<file path="src/rtl/pong_pkg.sv">
// Shared definitions for the pong paddle controllers: paddle FSM state
// encoding and default screen / bat geometry.
package pong_pkg;

  typedef enum logic [1:0] {
    PADDLE_IDLE = 2'd0,
    PADDLE_SLOW = 2'd1,
    PADDLE_FAST = 2'd2
  } paddle_state_t;

  localparam int DEF_SCREEN_H  = 480;
  localparam int DEF_BAT_SMALL = 40;
  localparam int DEF_BAT_LARGE = 80;

endpackage

</file>
<file path="src/rtl/paddle_channel.sv">
// One paddle: direction FSM with hold-to-accelerate, hold counter, edge
// clamp and the registered top-edge Y. Priority per cycle is recenter,
// then bat-size correction, then tick movement.
module paddle_channel
  import pong_pkg::*;
#(
  parameter int Y_W        = 11,
  parameter int SCREEN_H   = DEF_SCREEN_H,
  parameter int BAT_SMALL  = DEF_BAT_SMALL,
  parameter int BAT_LARGE  = DEF_BAT_LARGE,
  parameter int HOLD_TICKS = 8,
  parameter int FAST_STEP  = 4
) (
  input  logic           clk,
  input  logic           rst,
  input  logic           tick,
  input  logic           req_up,
  input  logic           req_dn,
  input  logic           bat_size,
  input  logic           bat_chg,
  input  logic           recenter,
  output logic [Y_W-1:0] y,
  output paddle_state_t  state_dbg
);

  localparam int YE = Y_W + 1;
  localparam int HW = (HOLD_TICKS < 2) ? 1 : $clog2(HOLD_TICKS + 1);
  localparam logic [Y_W:0]  SCR   = YE'(SCREEN_H);
  localparam logic [Y_W:0]  BSM   = YE'(BAT_SMALL);
  localparam logic [Y_W:0]  BLG   = YE'(BAT_LARGE);
  localparam logic [Y_W:0]  FSTEP = YE'(FAST_STEP);
  localparam logic [Y_W:0]  RST_Y = YE'((SCREEN_H - BAT_SMALL) / 2);
  localparam logic [HW-1:0] HOLD_LAST = HW'(HOLD_TICKS);

  paddle_state_t state, state_n;
  logic [HW-1:0] hold, hold_n;
  logic          dir, dir_n;       // 1 = moving down
  logic [Y_W:0]  y_r, y_n;         // one spare bit so arithmetic never wraps
  logic [Y_W:0]  bat_h, ymax, center, step, up_val, dn_sum, dn_val, move_val;
  logic          req_any;

  assign y         = y_r[Y_W-1:0];
  assign state_dbg = state;

  // State, hold counter, direction and Y register.
  always_ff @(posedge clk or negedge rst) begin
    if (!rst) begin
      state <= PADDLE_IDLE;
      hold  <= '0;
      dir   <= 1'b0;
      y_r   <= RST_Y;
    end else begin
      state <= state_n;
      hold  <= hold_n;
      dir   <= dir_n;
      y_r   <= y_n;
    end
  end

  // Geometry, clamped candidate moves, and next-state selection.
  always_comb begin
    bat_h    = bat_size ? BLG : BSM;
    ymax     = SCR - bat_h;
    center   = ymax >> 1;
    step     = (state == PADDLE_FAST) ? FSTEP : YE'(1);
    up_val   = (y_r < step) ? '0 : y_r - step;
    dn_sum   = y_r + step;
    dn_val   = (dn_sum > ymax) ? ymax : dn_sum;
    move_val = req_dn ? dn_val : up_val;
    req_any  = req_up | req_dn;

    state_n = state;
    hold_n  = hold;
    dir_n   = dir;
    y_n     = y_r;

    if (recenter) begin
      y_n     = center;
      state_n = PADDLE_IDLE;
      hold_n  = '0;
    end else if (bat_chg && (y_r > ymax)) begin
      y_n = ymax;
    end else if (tick) begin
      case (state)
        PADDLE_IDLE: begin
          if (req_any) begin
            state_n = (HOLD_LAST == HW'(1)) ? PADDLE_FAST : PADDLE_SLOW;
            dir_n   = req_dn;
            hold_n  = HW'(1);
            y_n     = move_val;
          end
        end
        PADDLE_SLOW, PADDLE_FAST: begin
          if (req_any && (req_dn == dir)) begin
            y_n = move_val;
            if (state == PADDLE_SLOW) begin
              hold_n = hold + HW'(1);
              if (hold + HW'(1) == HOLD_LAST) state_n = PADDLE_FAST;
            end
          end else begin
            // Release or reversal: spend this tick idle.
            state_n = PADDLE_IDLE;
            hold_n  = '0;
          end
        end
        default: begin
          state_n = PADDLE_IDLE;
          hold_n  = '0;
        end
      endcase
    end
  end

endmodule

</file>
<file path="src/rtl/paddle_ctrl_multi.sv">
// N-player paddle controller: shared movement tick, button synchronisers
// (plus a 2^16-cycle debouncer when PADDLE_DEBOUNCE_EN is defined),
// bat-size change detection and one paddle_channel per player.
module paddle_ctrl_multi
  import pong_pkg::*;
#(
  parameter int N_PLAYERS  = 2,
  parameter int Y_W        = 11,
  parameter int SCREEN_H   = DEF_SCREEN_H,
  parameter int BAT_SMALL  = DEF_BAT_SMALL,
  parameter int BAT_LARGE  = DEF_BAT_LARGE,
  parameter int TICK_DIV   = 250000,
  parameter int HOLD_TICKS = 8,
  parameter int FAST_STEP  = 4
) (
  input  logic                     clk,
  input  logic                     rst,
  input  logic [N_PLAYERS-1:0]     up,
  input  logic [N_PLAYERS-1:0]     dn,
  input  logic                     bat_size,
  input  logic                     recenter,
  output logic [N_PLAYERS*Y_W-1:0] paddle_y,
  output logic [N_PLAYERS-1:0]     moving
);

  localparam int CW = $clog2(TICK_DIV);
  localparam int NB = 2 * N_PLAYERS;

  logic [CW-1:0] tick_cnt;
  logic          tick;
  logic [NB-1:0] btn_s1, btn_s2, btn_f;
  logic          bat_q;
  logic          bat_chg;
  logic [N_PLAYERS-1:0] req_up, req_dn;
  paddle_state_t st [N_PLAYERS];

  assign tick    = (tick_cnt == CW'(TICK_DIV - 1));
  assign bat_chg = bat_size ^ bat_q;

  // Free-running movement tick counter shared by all players.
  always_ff @(posedge clk or negedge rst) begin
    if (!rst)      tick_cnt <= '0;
    else if (tick) tick_cnt <= '0;
    else           tick_cnt <= tick_cnt + CW'(1);
  end

  // Two-flop button synchroniser and previous bat_size.
  always_ff @(posedge clk or negedge rst) begin
    if (!rst) begin
      btn_s1 <= '0;
      btn_s2 <= '0;
      bat_q  <= 1'b0;
    end else begin
      btn_s1 <= {dn, up};
      btn_s2 <= btn_s1;
      bat_q  <= bat_size;
    end
  end

`ifdef PADDLE_DEBOUNCE_EN
  logic [NB-1:0] btn_db;
  logic [15:0]   db_cnt [NB];

  // Per-button debouncer: output follows only after 2^16 stable cycles.
  always_ff @(posedge clk or negedge rst) begin
    if (!rst) begin
      btn_db <= '0;
      for (int i = 0; i < NB; i++) db_cnt[i] <= '0;
    end else begin
      for (int i = 0; i < NB; i++) begin
        if (btn_s2[i] == btn_db[i]) begin
          db_cnt[i] <= '0;
        end else if (db_cnt[i] == 16'hFFFF) begin
          btn_db[i] <= btn_s2[i];
          db_cnt[i] <= '0;
        end else begin
          db_cnt[i] <= db_cnt[i] + 16'd1;
        end
      end
    end
  end

  assign btn_f = btn_db;
`else
  assign btn_f = btn_s2;
`endif

  // Pressing both buttons of a player cancels the request.
  assign req_up = btn_f[N_PLAYERS-1:0] & ~btn_f[NB-1:N_PLAYERS];
  assign req_dn = btn_f[NB-1:N_PLAYERS] & ~btn_f[N_PLAYERS-1:0];

  for (genvar i = 0; i < N_PLAYERS; i++) begin : g_ch
    paddle_channel #(
      .Y_W       (Y_W),
      .SCREEN_H  (SCREEN_H),
      .BAT_SMALL (BAT_SMALL),
      .BAT_LARGE (BAT_LARGE),
      .HOLD_TICKS(HOLD_TICKS),
      .FAST_STEP (FAST_STEP)
    ) u_ch (
      .clk      (clk),
      .rst      (rst),
      .tick     (tick),
      .req_up   (req_up[i]),
      .req_dn   (req_dn[i]),
      .bat_size (bat_size),
      .bat_chg  (bat_chg),
      .recenter (recenter),
      .y        (paddle_y[i*Y_W +: Y_W]),
      .state_dbg(st[i])
    );
    assign moving[i] = (st[i] != PADDLE_IDLE);
  end

endmodule

</file>
<file path="config.mk">
export PLATFORM = sky130hd
export DESIGN_NAME = paddle_ctrl_multi
export DESIGN_NICKNAME = d
export VERILOG_FILES = /design/src/rtl/pong_pkg.sv /design/src/rtl/paddle_channel.sv /design/src/rtl/paddle_ctrl_multi.sv
export SDC_FILE = /design/constraint.sdc
export NUM_CORES = 1
export LEC_CHECK = 0
export CAP_MARGIN = 20
export CORE_MARGIN = 2
export CORE_UTILIZATION = 25
export DETAILED_ROUTE_END_ITERATION = 8
export PLACE_DENSITY_LB_ADDON = 0.1
export SETUP_SLACK_MARGIN = 0.05
export SLEW_MARGIN = 20
export SYNTH_ARGS = -nofsm -noshare
export SYNTH_HDL_FRONTEND = slang
export SYNTH_SLANG_ARGS = --single-unit
</file>
<file path="constraint.sdc">
create_clock -name clk -period 6.2 [get_ports clk]
set_input_delay 1.24 -clock clk [delete_from_list [all_inputs] [get_ports clk]]
set_output_delay 1.24 -clock clk [all_outputs]
set_load 0.02 [all_outputs]
</file>
==> flow_metrics.env <==
export IMPL_synth_nets=604
export IMPL_multi_input_area_sq_mm=0.00294
export IMPL_wl_per_cell_um=16.3
export IMPL_outcome="finished clean"
export IMPL_routed_wl_um=13500
export IMPL_setup_violations_final=0
export IMPL_die_w_um=145
export IMPL_fin_crit_sh_pct=70.8
export IMPL_cpMostUsedCell="ha_1"
export IMPL_instances_no_fill=828
export IMPL_clock_path_buffers=2
export IMPL_ys_seq_elements=65
export IMPL_final_cell_mix="55 x dfrtp_1, 41 x nand2_1, 37 x nor2_1"
export IMPL_dpl_cell_count=812
export IMPL_synth_edf_count=0
export IMPL_powerDensity_mw_per_mm2=213
export IMPL_hold_class="reg2reg"
export IMPL_insertion_delay_ns=0.33
export IMPL_synthTopCellsByArea="dfrtp_1 28%, ha_1 8.9%, dfstp_2 5.3%"
export IMPL_async_flop_share_pct=100
export IMPL_path_clk_slew_ns=0.05
export IMPL_insertedDiodeCount=0
export IMPL_drive_above_1_share_pct=6.57
export IMPL_final_common_cell="dfrtp_1"
export IMPL_yosys_area_top_type_share_pct=27.8
export IMPL_cp_required_ns=6.45
export IMPL_cp_slowest_cell="or4_1"
export IMPL_syn_area_sq_mm=0.00494
export IMPL_vias=4154
export IMPL_grt_pass1_wl_um=22200
export IMPL_drv_cap=0
export IMPL_yosysWarnings=0
export IMPL_dieArea_sq_mm=0.0209
export IMPL_cpPeakStageDelay_ns=0.51
export IMPL_grt_pass1_vias=4114
export IMPL_pin_count=32
export IMPL_critPathMaxFanout=8
export IMPL_rows=51
export IMPL_rsz0062_at_grt="false"
export IMPL_leakagePower_nw=2.31
export IMPL_cts_tree="built"
export IMPL_cts_made_buffers=9
export IMPL_route_detailed_drc=0
export IMPL_postSynthCellCount=561
export IMPL_cp_end_kind="flop"
export IMPL_yosysTopAreaCell="dfrtp_1"
export IMPL_fillers=2065
export IMPL_peakVddDrop_mv=0.0863
export IMPL_area_growth_pct=13.3
export IMPL_final_hold_viol_count=0
export IMPL_initialDrtViolationCount=231
export IMPL_antenna_left=0
export IMPL_slew_headroom_pct=40.5
export IMPL_worstSetupStartpointType="flop"
export IMPL_cts_hold_buf=0
export IMPL_synth_cell_type_count=78
export IMPL_criticalPathCategory="reg2reg"
export IMPL_grt_antenna_before_repair=0
export IMPL_dp_hpwl_um=9910
export IMPL_grt_max_degree=66
export IMPL_finalWeightedCongestion=0.800
export IMPL_cts_max_level=3
export IMPL_finalClockSkew_ns=0.00503
export IMPL_clockRootBuffer="clkbuf_16"
export IMPL_worstMarginPinSlew_ns=0.888
export IMPL_yosys_most_used_dff="dfrtp_1"
export IMPL_cts_sinks=65
export IMPL_io_buffers=31
export IMPL_crit_chain="inv_1, ha_1, inv_1, ha_1, and3b_1, or2_0, nand3_1, xnor2_1, ha_1, nand2b_1, or4_1, a21oi_1, a311o_1, a31oi_2, a2111o_1, a21oi_1"
export IMPL_fmax_mhz=228
export IMPL_regArea_sq_mm=0.00164
export IMPL_grt_usage_pct=13.6
export IMPL_syn_area_per_cell_sq_um=8.81
export IMPL_period_needed_ns=4.39
export IMPL_fin_nets=601
export IMPL_ys_seq_area_share_pct=33.2
export IMPL_arrival_ns=4.63
export IMPL_coreArea_sq_mm=0.0195
export IMPL_die_h_um=145
export IMPL_start_util_pct=25.4
export IMPL_post_cts_buffers=0
export IMPL_cts_resized=0
export IMPL_firstDrtPassIters=5
export IMPL_grt_overflow=0
export IMPL_final_max_slew_violation_count=0
export IMPL_fin_setup_tns_ns=0
export IMPL_via_per_inst=5.02
[metrics by stage]
| step | utilization, % | total power, mW | worst slack, ns | hold WS (ns) | instance area [sq um] |
|---|---|---|---|---|---|
| after global placement | 27.4 | 0.734 | 1.72 | 0.340 | 5330 |
| after floorplan | - | 0.656 | 2.48 | 0.331 | 4940 |
| after detailed placement | 27.4 | 0.733 | 1.60 | 0.340 | 5330 |
| after CTS | 28.8 | 1.21 | 1.88 | 0.351 | 5600 |
| after global routing | 28.8 | 1.26 | 1.44 | 0.363 | 5600 |
| final | 28.8 | 1.19 | 1.81 | 0.347 | 5600 |
[routing by layer]
layer  share of wire, %  up-vias  track usage (%)
met2                 45       69             21.5
met4                1.5        0             5.11
met5                  0        -                0
met1                 50     2049             19.1
li1                   -     2021                -
met3                3.0       15             1.66
[cells by family after synthesis]
logic type | Yosys count | share of synthesized area, %
AO/OA/AOI/OAI | 135 | 18.8
flip-flops | 65 | 33.2
multiplexers | 10 | 2.10
XOR/XNOR | 37 | 6.56
buffers and inverters | 73 | 7.29
AND/OR/NAND/NOR | 206 | 23.2
adder cells (fa/ha/maj) | 35 | 8.86
[state kept, by name, summed over array words and instances, names as in the netlist]
signal / flops
g_ch.u_ch.y_r: 24
g_ch.u_ch.hold: 8
bat_q: 1
g_ch.u_ch.state_dbg: 4
btn_f: 4
tick_cnt: 18
g_ch.u_ch.dir: 2
btn_s1: 4
[synthesized netlist by cell type, types with 3 or more instances]
| cell type | number |
|---|---|
| a311oi_1 | 3 |
| and3b_1 | 5 |
| mux2_2 | 3 |
| nor4_1 | 8 |
| o31ai_1 | 5 |
| dfrtp_1 | 55 |
| o22ai_1 | 3 |
| xor2_1 | 17 |
| o211ai_1 | 3 |
| a211oi_1 | 4 |
| nand2_1 | 41 |
| o21ai_1 | 6 |
| nand3b_1 | 3 |
| nand2b_1 | 10 |
| nor3b_1 | 4 |
| o41ai_1 | 5 |
| a21o_1 | 3 |
| and2_1 | 5 |
| o21ai_0 | 23 |
| nor2_1 | 37 |
| or3_1 | 9 |
| or4_1 | 4 |
| nand4b_1 | 4 |
| nand3_1 | 20 |
| dfstp_2 | 10 |
| xnor2_1 | 20 |
| buf_2 | 3 |
| a21oi_1 | 30 |
| nor2b_1 | 9 |
| a31oi_1 | 9 |
| o21a_1 | 4 |
| nor3_1 | 14 |
| buf_4 | 22 |
| clkbuf_1 | 19 |
| or2_2 | 3 |
| and3_1 | 9 |
| nor4bb_1 | 3 |
| mux2i_1 | 7 |
| inv_1 | 26 |
| a211o_1 | 4 |
| ha_1 | 35 |
[final cells by class]
| type | instances | area share (%) |
|---|---|---|
| Multi-Input combinational cell | 423 | 52.6 |
| Sequential cell | 65 | 29.3 |
| Tap cell | 265 | 5.92 |
| Timing Repair Buffer | 32 | 5.59 |
| Clock buffer | 16 | 4.85 |
| Inverter | 27 | 1.81 |
[worst paths after layout]
path,from,to,slack (ns),cells past startpoint
max in group asynchronous,rst,g_ch[0].u_ch.y_r[8],4.53,2
min in group asynchronous,rst,g_ch[1].u_ch.state_dbg[1],1.11,2
hold reg to reg,btn_s1[1],btn_f[1],0.35,0
setup / recovery,g_ch[1].u_ch.state_dbg[0],g_ch[1].u_ch.y_r[1],1.81,16
hold / removal,btn_s1[1],btn_f[1],0.35,0
setup reg to reg,g_ch[1].u_ch.state_dbg[0],g_ch[1].u_ch.y_r[1],1.81,16
[power by group]
group,switching (mW),internal (mW),total [mW]
Sequential,0.0413,0.449,0.491
Combinational,0.136,0.0993,0.235
Clock,0.176,0.293,0.469
[worst max-delay path: cells and delay by family (launching register included)]
kind / cells / cell delay [ns]
flip-flops: 1 / 0.39
AND/OR/NAND/NOR: 5 / 1.35
adder cells (fa/ha/maj): 3 / 0.96
XOR/XNOR: 1 / 0.17
buffers and inverters: 2 / 0.24
AO/OA/AOI/OAI: 5 / 1.18
No activity file was read; power rests on OpenSTA's default activity.
